### src/rtl/jtldtest_rdcheck_if.sv
// Bank read port bundle shared by the read-back checker (master) and the SDRAM controller (slave).
interface jtldtest_rdcheck_if;
    logic [3:0]  ba_rd;
    logic [21:0] ba_addr;
    logic [3:0]  ba_ack;
    logic [3:0]  ba_rdy;
    logic [15:0] data_read;

    modport master (output ba_rd, ba_addr, input ba_ack, ba_rdy, data_read);
    modport slave  (input ba_rd, ba_addr, output ba_ack, ba_rdy, data_read);
endinterface

### src/rtl/jtldtest_rdcheck.sv
// SDRAM load-test read-back verifier: per-bank byte checksum during download, then read-back and compare.
// Optional JTLDTEST_REPEAT_EN: re-run the verification pass on every LVBL falling edge once done.
module jtldtest_rdcheck #(
    parameter int TOUT = 255
) (
    input  logic                clk,
    input  logic                rst_n,
    input  logic                LVBL,
    input  logic                downloading,
    input  logic [24:0]         ioctl_addr,
    input  logic [7:0]          ioctl_dout,
    input  logic                ioctl_wr,
    jtldtest_rdcheck_if.master  sdram,
    output logic [3:0]          ba_bad,
    output logic                bad,
    output logic                done,
    output logic [7:0]          pass_cnt
);

    typedef enum logic [2:0] {IDLE, LOAD, START, REQ, WAIT, CMP, DONE} state_t;

    state_t            st;
    logic [3:0][15:0]  dsum;
    logic [3:0][22:0]  maxa;
    logic [3:0]        used;
    logic [15:0]       rsum;
    logic [21:0]       w;
    logic [1:0]        bank;
    logic [15:0]       tcnt;
    logic              skip_cmp;
    logic              dl_last;
    logic              dl_rise;
    logic [1:0]        wr_bank;
    logic [21:0]       last_w;
    logic              last_half;

    assign dl_rise   = downloading & ~dl_last;
    assign wr_bank   = ioctl_addr[24:23];
    assign last_w    = maxa[bank][22:1];
    // An even highest byte address means the final word carries only its low byte
    assign last_half = ~maxa[bank][0];
    assign bad       = |ba_bad;

    always_ff @(posedge clk or negedge rst_n) begin
        if (!rst_n) begin
            dsum <= '0;
            maxa <= '0;
            used <= '0;
        end else begin
            for (int b = 0; b < 4; b++) begin
                if (dl_rise) begin
                    dsum[b] <= '0;
                    maxa[b] <= '0;
                    used[b] <= 1'b0;
                end
                if (ioctl_wr && downloading && wr_bank == 2'(b)) begin
                    dsum[b] <= (dl_rise ? 16'd0 : dsum[b]) + {8'd0, ioctl_dout};
                    maxa[b] <= (dl_rise || ioctl_addr[22:0] > maxa[b]) ? ioctl_addr[22:0] : maxa[b];
                    used[b] <= 1'b1;
                end
            end
        end
    end

`ifdef JTLDTEST_REPEAT_EN
    logic lvbl_last;
    always_ff @(posedge clk or negedge rst_n) begin
        if (!rst_n) lvbl_last <= 1'b0;
        else        lvbl_last <= LVBL;
    end
`else
    logic unused_lvbl;
    assign unused_lvbl = LVBL;
`endif

    always_ff @(posedge clk or negedge rst_n) begin
        if (!rst_n) begin
            st            <= IDLE;
            sdram.ba_rd   <= '0;
            sdram.ba_addr <= '0;
            ba_bad        <= '0;
            done          <= 1'b0;
            pass_cnt      <= '0;
            rsum          <= '0;
            w             <= '0;
            bank          <= '0;
            tcnt          <= '0;
            skip_cmp      <= 1'b0;
            dl_last       <= 1'b0;
        end else begin
            dl_last <= downloading;
            // A new download wins over whatever the pass was doing
            if (dl_rise) begin
                st          <= LOAD;
                sdram.ba_rd <= '0;
                ba_bad      <= '0;
                done        <= 1'b0;
                pass_cnt    <= '0;
            end else begin
                case (st)
                    IDLE: begin
                        if (downloading) st <= LOAD;
`ifdef JTLDTEST_REPEAT_EN
                        else if (done && lvbl_last && !LVBL) begin
                            bank <= '0;
                            st   <= START;
                        end
`endif
                    end
                    LOAD: begin
                        if (!downloading) begin
                            bank <= '0;
                            st   <= START;
                        end
                    end
                    START: begin
                        rsum     <= '0;
                        w        <= '0;
                        skip_cmp <= 1'b0;
                        if (used[bank])        st   <= REQ;
                        else if (bank == 2'd3) st   <= DONE;
                        else                   bank <= bank + 2'd1;
                    end
                    REQ: begin
                        sdram.ba_addr <= w;
                        sdram.ba_rd   <= 4'b0001 << bank;
                        tcnt          <= '0;
                        st            <= WAIT;
                    end
                    WAIT: begin
                        if (sdram.ba_ack[bank]) sdram.ba_rd <= '0;
                        if (sdram.ba_rdy[bank]) begin
                            sdram.ba_rd <= '0;
                            rsum <= rsum + {8'd0, sdram.data_read[7:0]}
                                 + ((w == last_w && last_half) ? 16'd0 : {8'd0, sdram.data_read[15:8]});
                            if (w == last_w) st <= CMP;
                            else begin
                                w  <= w + 22'd1;
                                st <= REQ;
                            end
                        end else if (tcnt == 16'(TOUT - 1)) begin
                            ba_bad[bank] <= 1'b1;
                            skip_cmp     <= 1'b1;
                            sdram.ba_rd  <= '0;
                            st           <= CMP;
                        end else begin
                            tcnt <= tcnt + 16'd1;
                        end
                    end
                    CMP: begin
                        if (!skip_cmp && rsum != dsum[bank]) ba_bad[bank] <= 1'b1;
                        if (bank == 2'd3) st <= DONE;
                        else begin
                            bank <= bank + 2'd1;
                            st   <= START;
                        end
                    end
                    DONE: begin
                        done     <= 1'b1;
                        pass_cnt <= pass_cnt + 8'd1;
                        st       <= IDLE;
                    end
                    default: st <= IDLE;
                endcase
            end
        end
    end

endmodule

### src/flat_wrapper.sv
// flat-port wrapper written by rule: the top's interface ports become plain ports
module jtldtest_rdcheck_flat 
#(
    parameter int TOUT = 255
)
  (clk, rst_n, LVBL, downloading, ioctl_addr, ioctl_dout, ioctl_wr, ba_bad, bad, done, pass_cnt, sdram_ba_rd, sdram_ba_addr, sdram_ba_ack, sdram_ba_rdy, sdram_data_read);
  jtldtest_rdcheck_if sdram_i ();
  input  logic clk;
  input  logic rst_n;
  input  logic LVBL;
  input  logic downloading;
  input  logic [24:0] ioctl_addr;
  input  logic [7:0] ioctl_dout;
  input  logic ioctl_wr;
  output logic [3:0] ba_bad;
  output logic bad;
  output logic done;
  output logic [7:0] pass_cnt;
  output wire logic [$bits(sdram_i.ba_rd)-1:0] sdram_ba_rd;
  output wire logic [$bits(sdram_i.ba_addr)-1:0] sdram_ba_addr;
  input wire logic [$bits(sdram_i.ba_ack)-1:0] sdram_ba_ack;
  input wire logic [$bits(sdram_i.ba_rdy)-1:0] sdram_ba_rdy;
  input wire logic [$bits(sdram_i.data_read)-1:0] sdram_data_read;
  assign sdram_ba_rd = sdram_i.ba_rd;
  assign sdram_ba_addr = sdram_i.ba_addr;
  assign sdram_i.ba_ack = sdram_ba_ack;
  assign sdram_i.ba_rdy = sdram_ba_rdy;
  assign sdram_i.data_read = sdram_data_read;
  jtldtest_rdcheck #(.TOUT(TOUT)) u_core (.clk(clk), .rst_n(rst_n), .LVBL(LVBL), .downloading(downloading), .ioctl_addr(ioctl_addr), .ioctl_dout(ioctl_dout), .ioctl_wr(ioctl_wr), .sdram(sdram_i), .ba_bad(ba_bad), .bad(bad), .done(done), .pass_cnt(pass_cnt));
endmodule
### config.mk
export PLATFORM = sky130hd
export DESIGN_NAME = jtldtest_rdcheck_flat
export DESIGN_NICKNAME = d
export VERILOG_FILES = /design/src/rtl/jtldtest_rdcheck_if.sv /design/src/rtl/jtldtest_rdcheck.sv /design/src/flat_wrapper.sv
export SDC_FILE = /design/constraint.sdc
export NUM_CORES = 1
export LEC_CHECK = 0
export CORE_MARGIN = 2
export CORE_UTILIZATION = 54
export DETAILED_ROUTE_END_ITERATION = 6
export DONT_BUFFER_PORTS = 1
export GPL_ROUTABILITY_DRIVEN = 0
export PLACE_DENSITY = 0.75
export SYNTH_ARGS = -nofsm -noshare
export SYNTH_HDL_FRONTEND = slang
export SYNTH_SLANG_ARGS = --single-unit
### constraint.sdc
create_clock -name clk -period 8 [get_ports clk]
set_clock_uncertainty 0.15 [all_clocks]
set_input_delay 1.2 -clock clk [delete_from_list [all_inputs] [get_ports clk]]
set_output_delay 1.2 -clock clk [all_outputs]
set_load 0.01 [all_outputs]
==> results of run 1 <==
per-stage QoR:
step                total power [mW]  worst slack (ns)  hold WS (ns)  area [um^2]
floorplan                       2.36              3.27         0.292        16500
global placement                2.56              2.18         0.304        16900
detailed placement              2.60              2.13         0.318        16900
CTS                             4.10              2.12         0.169        17900
global route                    4.29              1.77         0.164        17900
finish                          4.09              2.17         0.191        17900
synth_stat cells, drive strengths merged, types with 19 or more instances:
master and n:
and2 46, xor2 63, nor2 109, nor3 19, o21a 19, nand4 49
a21o 30, mux4 42, ha 140, nand2 112, dfrtp 260, nand3 44
buf 20, and3 28, mux2 27, inv 130, a22o 92, o21ai 87
xnor2 60, clkbuf 38, a21oi 61
state kept, by name (all words and copies together) (netlist names):
register / count
u_core.dl_last: 1
u_core.sdram.ba_rd: 4
u_core.ba_bad: 4
u_core.used: 4
u_core.skip_cmp: 1
u_core.bank: 2
u_core.dsum: 64
u_core.maxa: 92
u_core.st: 3
u_core.w: 22
u_core.sdram.ba_addr: 22
u_core.pass_cnt: 8
u_core.done: 1
u_core.rsum: 16
u_core.tcnt: 16
layer usage:
| metal | track usage [%] | share of wire (%) |
|---|---|---|
| met3 | 5.83 | 7.6 |
| met2 | 41.3 | 46 |
| met4 | 8.57 | 3.2 |
| met1 | 35.4 | 44 |
| met5 | 0 | 0 |
power by group through the flow:
stage	registers (mW)	logic, mW	clock network (mW)
after floorplan	1.52	0.840	0
after global placement	1.60	0.963	0
after detailed placement	1.60	1.00	0
after CTS	1.58	1.01	1.51
after global routing	1.60	1.13	1.56
final	1.58	1.01	1.49
logic make-up after synthesis:
family                     Yosys count  synth area share (%)
and+or+nand+nor                    477                  15.0
AOI/OAI and AO/OA                  344                  14.3
DFF                                260                  39.4
buffers and inverters              188                  4.58
adders and majority gates          153                  12.2
xor gates and xnor gates           123                  6.52
muxes                               74                  8.07
path summary, 6_finish.rpt:
| path | start | endpoint | slack (ns) | depth (start not counted) |
|---|---|---|---|---|
| setup / recovery | u_core.bank[0]$_DFFE_PN0P_ | u_core.rsum[11]$_DFFE_PN0P_ | 2.17 | 18 |
| hold / removal | rst_n | u_core.pass_cnt[7]$_DFFE_PN0P_ | 0.19 | 0 |
| setup reg to reg | u_core.bank[0]$_DFFE_PN0P_ | u_core.rsum[11]$_DFFE_PN0P_ | 2.17 | 18 |
| hold reg to reg | u_core.used[0]$_DFFE_PN0P_ | u_core.used[0]$_DFFE_PN0P_ | 0.33 | 2 |
| max in group asynchronous | rst_n | u_core.maxa[59]$_DFFE_PN0P_ | 6.95 | 0 |
| min in group clk | u_core.used[0]$_DFFE_PN0P_ | u_core.used[0]$_DFFE_PN0P_ | 0.33 | 2 |
final cells by class:
class / instances / share of cell area [%]
clock buffer: 35 / 4.45
timing repair buffer: 10 / 0.419
sequential: 260 / 36.3
tap: 396 / 2.76
clock inverter: 17 / 1.51
inverter: 130 / 2.72
multi-input combinational: 1171 / 51.8
worst max-delay path: stages (launching register included):
cell	delay [ns]
sky130_fd_sc_hd__dfrtp_2	1.00
sky130_fd_sc_hd__mux4_1	0.70
sky130_fd_sc_hd__xnor2_1	0.21
sky130_fd_sc_hd__nand4_1	0.18
sky130_fd_sc_hd__nor4_4	0.39
sky130_fd_sc_hd__nand2_2	0.17
sky130_fd_sc_hd__or2_1	0.37
sky130_fd_sc_hd__and2_1	0.22
sky130_fd_sc_hd__fa_1	0.44
sky130_fd_sc_hd__ha_1	0.24
sky130_fd_sc_hd__fa_1	0.40
sky130_fd_sc_hd__a21o_1	0.20
sky130_fd_sc_hd__a21oi_1	0.21
sky130_fd_sc_hd__nor2b_1	0.08
sky130_fd_sc_hd__o21ai_0	0.22
sky130_fd_sc_hd__a21oi_1	0.19
sky130_fd_sc_hd__nand3_1	0.13
sky130_fd_sc_hd__xor2_1	0.15
sky130_fd_sc_hd__nor2_1	0.06
==> flow_metrics.py, run 1 <==
metrics = {
    "outcome": {
        "outcome": "finished, final reports clean",
    },
    "power_and_ir_drop": {
        "power.net_switching_mw": 1.27,
        "power.density_nw_per_um2": 228,
        "power_switching_share_pct": 31.1,
        "combinationalPowerShare_pct": 24.8,
        "power.share.sequential_pct": 38.7,
        "power.internal_mw": 2.81,
        "clock_power_share_pct": 36.5,
        "leakage_nw": 8.26,
        "vdd_ir_drop_max_mv": 0.169,
    },
    "synth": {
        "synthDistinctLibCells": 72,
        "mappedNetlistNets": 1834,
        "top_area_cells_in_the_synthesized_netlist": "sky130_fd_sc_hd__dfrtp_1, sky130_fd_sc_hd__ha_1, sky130_fd_sc_hd__a22o_1",
        "synth-warning-count": 0,
        "synth.cell_area_um2": 16500,
        "synth_top_area_share_pct": 39.4,
        "yosys_register_bits": 260,
        "synthFlopType": "sky130_fd_sc_hd__dfrtp_1",
        "sequential_area_share_after_synthesis_pct": 39.4,
        "synth_top_cell_by_area": "sky130_fd_sc_hd__dfrtp_1",
        "postSynthCellCount": 1619,
        "ys_async_rst_share_pct": 100,
        "syn_avg_cell_area_um2": 10.2,
        "synth-edff-count": 0,
    },
    "flow_run": {
        "maxCapViolations": 0,
    },
    "timing": {
        "count_of_endpoints_failing_hold_in_the_final_timing_report": 0,
        "final_period_minus_worst_setup_slack_ns": 5.83,
        "report.final.slew_viol_count": 0,
        "worst_slew_pin_slew_ns": 1.32,
        "setup_tns_ns": 0,
        "max_slew_margin_pct": 12.1,
        "final.period_utilization_pct": 72.9,
        "setup_viol": 0,
        "fmax_mhz": 171,
        "rsz_0062_raised_after_global_routing": "false",
    },
    "global_route": {
        "grt_max_degree": 261,
        "antenna_found_initial": 1,
        "global_route.usage.total_pct": 26.0,
        "grt_pass1_vias": 12400,
        "global_route.overflow_total": 0,
        "wire_length_of_the_first_global_routing_pass_um": 65600,
    },
    "detailed_routing": {
        "avgViaCountPerCell": 6.15,
        "detail_route.drc_violations": 0,
        "antenna_violating_nets_remaining": 0,
        "wire_per_inst_um": 20.3,
        "wl_um": 41000,
        "first_iter_violations": 1060,
        "number_of_optimization_iterations_in_the_first_detailed_route_pass": 5,
        "via_count": 12400,
    },
    "setup_path": {
        "critical_path_arrival_ns": 6.11,
        "crit_path_max_fanout": 28,
        "timing.critical_path.from_type": "flop",
        "path_class": "flop to flop",
        "worstSetupEndpointType": "flop",
        "critPathRequiredTime_ns": 8.28,
    },
    "cells_and_area": {
        "mostFrequentLayoutCells": "sky130_fd_sc_hd__dfrtp_1, sky130_fd_sc_hd__ha_1, sky130_fd_sc_hd__inv_1",
        "final-seq-area_um2": 6510,
        "drive_above_1_share_pct": 8.93,
        "layout.cells.most_common": "sky130_fd_sc_hd__dfrtp_1",
        "insertedDiodeCount": 0,
        "fillerInstances": 2467,
        "stdcell_count": 2019,
        "final_nets": 1816,
        "area_growth_from_synthesis_to_final_layout_pct": 8.51,
        "multi_input_area_um2": 9290,
        "postLayoutCoreUtil_pct": 59.1,
    },
    "clock_network": {
        "cts_buffer_depth": 3,
        "clk_transition_reported_paths_ns": 0.06,
        "htreeDepth": 1,
        "cts_hold_repair.buffers": 0,
        "cts_setup_buffers": 0,
        "clock_sinks": 260,
        "clockRootBuffer": "sky130_fd_sc_hd__clkbuf_16",
        "tritoncts.num_buffers": 28,
        "number_of_gates_resized_after_cts": 0,
        "tritoncts": "built",
        "clock_latency_ns": 0.56,
    },
    "die": {
        "io_pins": 102,
        "chipHeight_um": 179,
        "start_util_pct": 54.4,
        "die_w_um": 179,
        "fp.dieArea_um2": 32000,
        "rows": 64,
        "core_area_um2": 30300,
    },
    "hold_path": {
        "timing.hold.worst.class": "input pin to async pin",
    },
    "place": {
        "placed_cells": 1967,
        "place_hpwl_um": 29100,
        "port_buffers": 0,
    },
}
Power figures use the tool's default switching activity.
==> inputs of run 2 (changes only) <==
clock period = 5.8 ns   (was 8 ns; I/O delays follow)
==> flow_metrics.py, run 2 (synthesis gave the netlist of run 1 again) <==
metrics = {
    "outcome": {
        "outcome": "complete, but fails checks",
        "violations": "DRC, hold timing",
    },
    "cells_and_area": {
        "mostFrequentLayoutCells": "sky130_fd_sc_hd__dfrtp_1, sky130_fd_sc_hd__ha_1, sky130_fd_sc_hd__inv_1",
        "postLayoutCoreUtil_pct": 58.8,
        "biggestRegsByFlops": "u_core.maxa (92), u_core.dsum (64)",
        "max_flop_register": "u_core.maxa",
        "drive_above_1_share_pct": 9.17,
        "layout.cells.most_common": "sky130_fd_sc_hd__dfrtp_1",
        "final_nets": 1819,
        "insertedDiodeCount": 0,
        "fillerInstances": 2495,
        "stdcell_count": 2021,
        "area_growth_from_synthesis_to_final_layout_pct": 8.03,
        "flip_flop_count_of_the_largest_register_all_copies_and_words_added": 92,
    },
    "clock_network": {
        "tritoncts": "built",
        "clock_latency_ns": 0.56,
        "clock_sinks": 260,
        "cts_buffer_depth": 3,
        "tritoncts.num_buffers": 28,
        "clockRootBuffer": "sky130_fd_sc_hd__clkbuf_16",
        "htreeDepth": 1,
        "clk_transition_reported_paths_ns": 0.06,
        "cts_setup_buffers": 0,
    },
    "power_and_ir_drop": {
        "power_switching_share_pct": 32.0,
        "vdd_ir_drop_max_mv": 0.217,
        "power.share.sequential_pct": 39.8,
        "power.net_switching_mw": 1.74,
        "power.density_nw_per_um2": 304,
        "leakage_nw": 8.24,
        "clock_power_share_pct": 33.9,
        "power.internal_mw": 3.69,
        "combinationalPowerShare_pct": 26.4,
    },
    "detailed_routing": {
        "first_iter_violations": 949,
        "number_of_optimization_iterations_in_the_first_detailed_route_pass": 7,
        "wire_per_inst_um": 20.1,
        "avgViaCountPerCell": 6.17,
        "antenna_violating_nets_remaining": 0,
        "via_count": 12500,
        "detail_route.drc_violations": 1,
        "wl_um": 40600,
    },
    "setup_path": {
        "critical_path_cell_count": 19,
        "max_stage_delay_ns": 0.69,
        "critical_path_arrival_ns": 5.67,
        "critPathRequiredTime_ns": 6.08,
        "path_cells": "buf_12 > mux4_1 > xnor2_1 > nand4_1 > nor4_4 > nand2_2 > or2_1 > and2_1 > fa_1 > ha_1 > fa_1 > a21o_1 > a21oi_1 > nor2b_1 > o21ai_0 > a21oi_1 > nand3_1 > xor2_1 > nor2_1",
        "crit_path_max_fanout": 26,
        "timing.critical_path.from_type": "flop",
        "cp_top_family": "simple AND/OR/NAND/NOR gates",
        "crit_buf_inv": 1,
        "worst-r2r-cell-count": 19,
        "path_class": "flop to flop",
        "worstSetupEndpointType": "flop",
        "ff2ff_setup_slack_ns": 0.41,
        "worst_path_max_delay_cell": "sky130_fd_sc_hd__mux4_1",
    },
    "timing": {
        "setup_viol": 0,
        "final_period_minus_worst_setup_slack_ns": 5.39,
        "fmax_mhz": 185,
        "max_slew_margin_pct": 13.4,
        "rsz_0062_raised_after_global_routing": "false",
        "report.final.slew_viol_count": 0,
        "worst_slew_pin_slew_ns": 1.30,
        "final.period_utilization_pct": 93.0,
        "count_of_endpoints_failing_hold_in_the_final_timing_report": 128,
        "hold_ws_ns": -0.133,
        "setup_tns_ns": 0,
    },
    "global_route": {
        "antenna_found_initial": 0,
        "global_route.usage.total_pct": 25.7,
        "grt_pass1_vias": 12300,
        "wire_length_of_the_first_global_routing_pass_um": 64700,
        "grt_max_degree": 261,
        "global_route.overflow_total": 0,
    },
    "place": {
        "place_hpwl_um": 29000,
        "placed_cells": 1970,
        "port_buffers": 0,
    },
    "die": {
        "rows": 64,
        "die_w_um": 179,
        "fp.dieArea_um2": 32000,
        "chipHeight_um": 179,
        "start_util_pct": 54.4,
        "io_pins": 102,
        "core_area_um2": 30300,
    },
    "hold_path": {
        "timing.hold.worst.class": "input pin to async pin",
    },
    "flow_run": {
        "maxCapViolations": 0,
    },
}
==> run 2: cell count changes in the layout (fill, tap and decap cells not counted), sizes merged <==
| cell | change |
|---|---|
| bufinv | -6 |
| clkbuf | +4 |
| clkinv | +4 |
| buf | +3 |
| clkinvlp | -3 |
==> run 2: final cells by class <==
type / instances / area (um^2) / area share (%)
clock buffers: 39 / 863 / 4.84
clock inverters: 12 / 95.1 / 0.533
inverters: 130 / 488 / 2.73
multi-input cells: 1171 / 9280 / 52.0
flip-flops and latches: 260 / 6510 / 36.5
well taps: 396 / 495 / 2.78
repair buffers: 13 / 110 / 0.617
==> run 2: power by group through the flow <==
stage	clock [mW]	combinational [mW]	sequential, mW
2_1_floorplan	0	1.16	2.10
3_3_place_gp	0	1.37	2.18
3_5_place_dp	0	1.41	2.18
4_1_cts	1.86	1.43	2.15
5_1_grt	1.95	1.59	2.18
6_report	1.84	1.43	2.16
==> run 2: through the flow <==
step / hold WS (ns) / power (mW) / setup WS [ns] / instance area [um^2]
6_report: -0.133 / 5.42 / 0.409 / 17800
5_1_grt: -0.153 / 5.72 / 0.0183 / 17800
4_1_cts: -0.146 / 5.44 / 0.378 / 17800
3_5_place_dp: 0.310 / 3.60 / 0.417 / 16900
3_3_place_gp: 0.303 / 3.54 / 0.452 / 16900
2_1_floorplan: 0.292 / 3.26 / 1.07 / 16500
==> run 2: what timing repair did <==
| item | in CTS | in global routing |
|---|---|---|
| hold endpoints to repair | 260 | 260 |
| setup endpoints to repair | 0 | 1 |
| resized for setup | 0 | 1 |
==> run 2: final timing paths <==
kind / startpoint / end
worst max-delay path: u_core.bank[0]$_DFFE_PN0P_ / u_core.rsum[13]$_DFFE_PN0P_
worst min-delay path: rst_n / u_core.pass_cnt[7]$_DFFE_PN0P_
worst max register to register: u_core.bank[0]$_DFFE_PN0P_ / u_core.rsum[13]$_DFFE_PN0P_
worst min register to register: u_core.used[2]$_DFFE_PN0P_ / u_core.used[2]$_DFFE_PN0P_
max in group asynchronous: rst_n / u_core.maxa[88]$_DFFE_PN0P_
min in group clk: downloading / u_core.dl_last$_DFF_PN0_
==> run 2: routing by layer <==
layer | global-route usage (%) | share of wire, % | up-vias
met3 | 5.51 | 8.1 | 73
met4 | 7.72 | 2.8 | 0
met2 | 41.0 | 46 | 430
met5 | 0 | 0 | -
li1 | - | - | 5788
met1 | 35.3 | 43 | 6188
==> inputs of run 3 (changes only) <==
PLACE_DENSITY = 0.73   (was 0.75)
clock period = 4.9 ns   (was 5.8 ns; I/O delays follow)
==> flow_metrics.py, run 3 (synthesis gave the netlist of run 1 again) <==
metrics = {
    "global_route": {
        "wire_length_of_the_first_global_routing_pass_um": 66100,
        "global_route.usage.total_pct": 26.2,
        "antenna_found_initial": 0,
        "grt_pass1_vias": 12500,
        "global_route.overflow_total": 0,
        "grt_max_degree": 261,
    },
    "clock_network": {
        "clock_latency_ns": 0.55,
        "clockRootBuffer": "sky130_fd_sc_hd__clkbuf_16",
        "clk_transition_reported_paths_ns": 0.06,
        "htreeDepth": 1,
        "tritoncts.num_buffers": 29,
        "cts_buffer_depth": 3,
        "clock_sinks": 260,
        "tritoncts": "built",
    },
    "power_and_ir_drop": {
        "power.density_nw_per_um2": 369,
        "power.total_mw": 6.73,
        "vdd_ir_drop_max_mv": 0.313,
        "leakage_nw": 8.39,
    },
    "die": {
        "start_util_pct": 54.4,
        "fp.dieArea_um2": 32000,
        "core_area_um2": 30300,
        "rows": 64,
        "die_w_um": 179,
        "io_pins": 102,
        "chipHeight_um": 179,
    },
    "timing": {
        "setup_tns_ns": 0,
        "max_slew_margin_pct": 21.1,
        "worst_slew_pin_slew_ns": 1.18,
        "hold_ws_ns": -0.257,
        "postLayoutSetupSlackWorst_ns": 0.105,
        "final_period_minus_worst_setup_slack_ns": 4.79,
        "report.final.slew_viol_count": 0,
        "final.period_utilization_pct": 97.8,
        "fmax_mhz": 209,
        "count_of_endpoints_failing_hold_in_the_final_timing_report": 260,
        "setup_viol": 0,
        "rsz_0062_raised_after_global_routing": "true",
    },
    "cells_and_area": {
        "max_flop_register": "u_core.maxa",
        "fillerInstances": 2453,
        "final-seq-area_um2": 6510,
        "layout.cells.most_common": "sky130_fd_sc_hd__dfrtp_1",
        "final_nets": 1853,
        "mostFrequentLayoutCells": "sky130_fd_sc_hd__dfrtp_1, sky130_fd_sc_hd__ha_1, sky130_fd_sc_hd__inv_1",
        "drive_above_1_share_pct": 12.3,
        "biggestRegsByFlops": "u_core.maxa (92), u_core.dsum (64)",
        "insertedDiodeCount": 0,
        "area_growth_from_synthesis_to_final_layout_pct": 10.2,
        "multi_input_area_um2": 9350,
        "stdcell_count": 2055,
        "flip_flop_count_of_the_largest_register_all_copies_and_words_added": 92,
        "post-route-cell-area_um2": 18200,
    },
    "setup_path": {
        "critical_path_arrival_ns": 5.03,
        "timing.critical_path.from_type": "flop",
        "max_stage_delay_ns": 0.52,
        "setup.worst_path.start": "u_core.bank[0]$_DFFE_PN0P_",
        "path_class": "flop to flop",
        "critPathRequiredTime_ns": 5.13,
        "path_cells": "buf_12 > mux4_2 > xnor2_1 > nand4_1 > nor4_4 > nand2_2 > or2_4 > and2_4 > fa_1 > ha_2 > fa_2 > a21o_1 > a21oi_2 > nor2b_2 > o21ai_2 > a21oi_4 > nand3_1 > xor2_1 > nor2_1",
        "worst-r2r-cell-count": 19,
        "reg2reg_from": "u_core.bank[0]$_DFFE_PN0P_",
        "worst_path_max_delay_cell": "sky130_fd_sc_hd__mux4_2",
        "worstSetupEndpointType": "flop",
        "crit_path_max_fanout": 7,
        "critical_path.reg2reg.endpoint": "u_core.rsum[11]$_DFFE_PN0P_",
        "ff2ff_setup_slack_ns": 0.11,
    },
    "flow_run": {
        "maxCapViolations": 0,
    },
    "outcome": {
        "outcome": "complete, but fails checks",
        "violations": "hold timing",
    },
    "detailed_routing": {
        "first_iter_violations": 1155,
        "wire_per_inst_um": 20.1,
        "wl_um": 41400,
        "via_count": 12700,
        "avgViaCountPerCell": 6.16,
        "number_of_optimization_iterations_in_the_first_detailed_route_pass": 5,
        "detail_route.drc_violations": 0,
        "antenna_violating_nets_remaining": 0,
    },
    "place": {
        "placement.setup.worst_slack_ns": -0.278,
        "port_buffers": 0,
        "placed_cells": 1992,
        "placed_area_um2": 17100,
        "place_hpwl_um": 29400,
    },
    "hold_path": {
        "timing.hold.worst.class": "input pin to async pin",
    },
}
run 3: worst max path at each step:
stage / endpoint / slack (ns) / depth (start not counted)
after floorplan: u_core.rsum[11]$_DFFE_PN0P_ / 0.17 / 20
after global placement: u_core.rsum[11]$_DFFE_PN0P_ / -0.20 / 19
after detailed placement: u_core.rsum[13]$_DFFE_PN0P_ / -0.28 / 19
after CTS: u_core.rsum[13]$_DFFE_PN0P_ / 0.005 / 20
after global routing: u_core.rsum[13]$_DFFE_PN0P_ / -0.07 / 19
final: u_core.rsum[11]$_DFFE_PN0P_ / 0.11 / 19
run 3: final cells by class:
class	instances	share of cell area, %
Timing Repair Buffer	46	2.10
Sequential cell	260	35.7
Tap cell	396	2.72
Inverter	130	2.68
Multi-Input combinational cell	1171	51.4
Clock buffer	36	4.46
Clock inverter	16	0.948
run 3: per-layer routing:
| layer | up-vias | wire length, um | track usage, % |
|---|---|---|---|
| met5 | - | 0 | 0 |
| met4 | 0 | 978 | 7.49 |
| met3 | 73 | 3360 | 5.45 |
| met2 | 448 | 18800 | 41.1 |
| met1 | 6290 | 18200 | 36.9 |
| li1 | 5854 | - | - |
run 3: worst max-delay path: cells and delay by family, from the launching register on:
family / cells / cell delay, ns
adders and majority gates: 3 / 0.99
xor gates and xnor gates: 2 / 0.42
and+or+nand+nor: 8 / 1.33
buffers and inverters: 1 / 0.15
muxes: 1 / 0.52
AOI/OAI and AO/OA: 4 / 0.63
DFF: 1 / 0.42
run 3: repair_timing:
item	in CTS	in global routing
pin swaps	8	12
setup buffers	2	9
setup endpoints to repair	8	10
endpoints found under the hold margin	260	260
resized for setup	10	19
run 3: through the flow:
step	hold slack, ns	util (%)
floorplan	0.289	-
global placement	0.300	56.3
detailed placement	0.297	56.3
CTS	-0.276	59.6
global route	-0.280	60.0
finish	-0.257	60.0
run 3: report_power, final:
group | leakage [nW] | switching (mW) | total (mW) | internal, mW
logic | 4.35 | 1.01 | 1.94 | 0.927
clock network | 0.480 | 0.917 | 2.25 | 1.33
registers | 3.56 | 0.214 | 2.54 | 2.33
total | 8.39 | 2.15 | 6.73 | 4.58
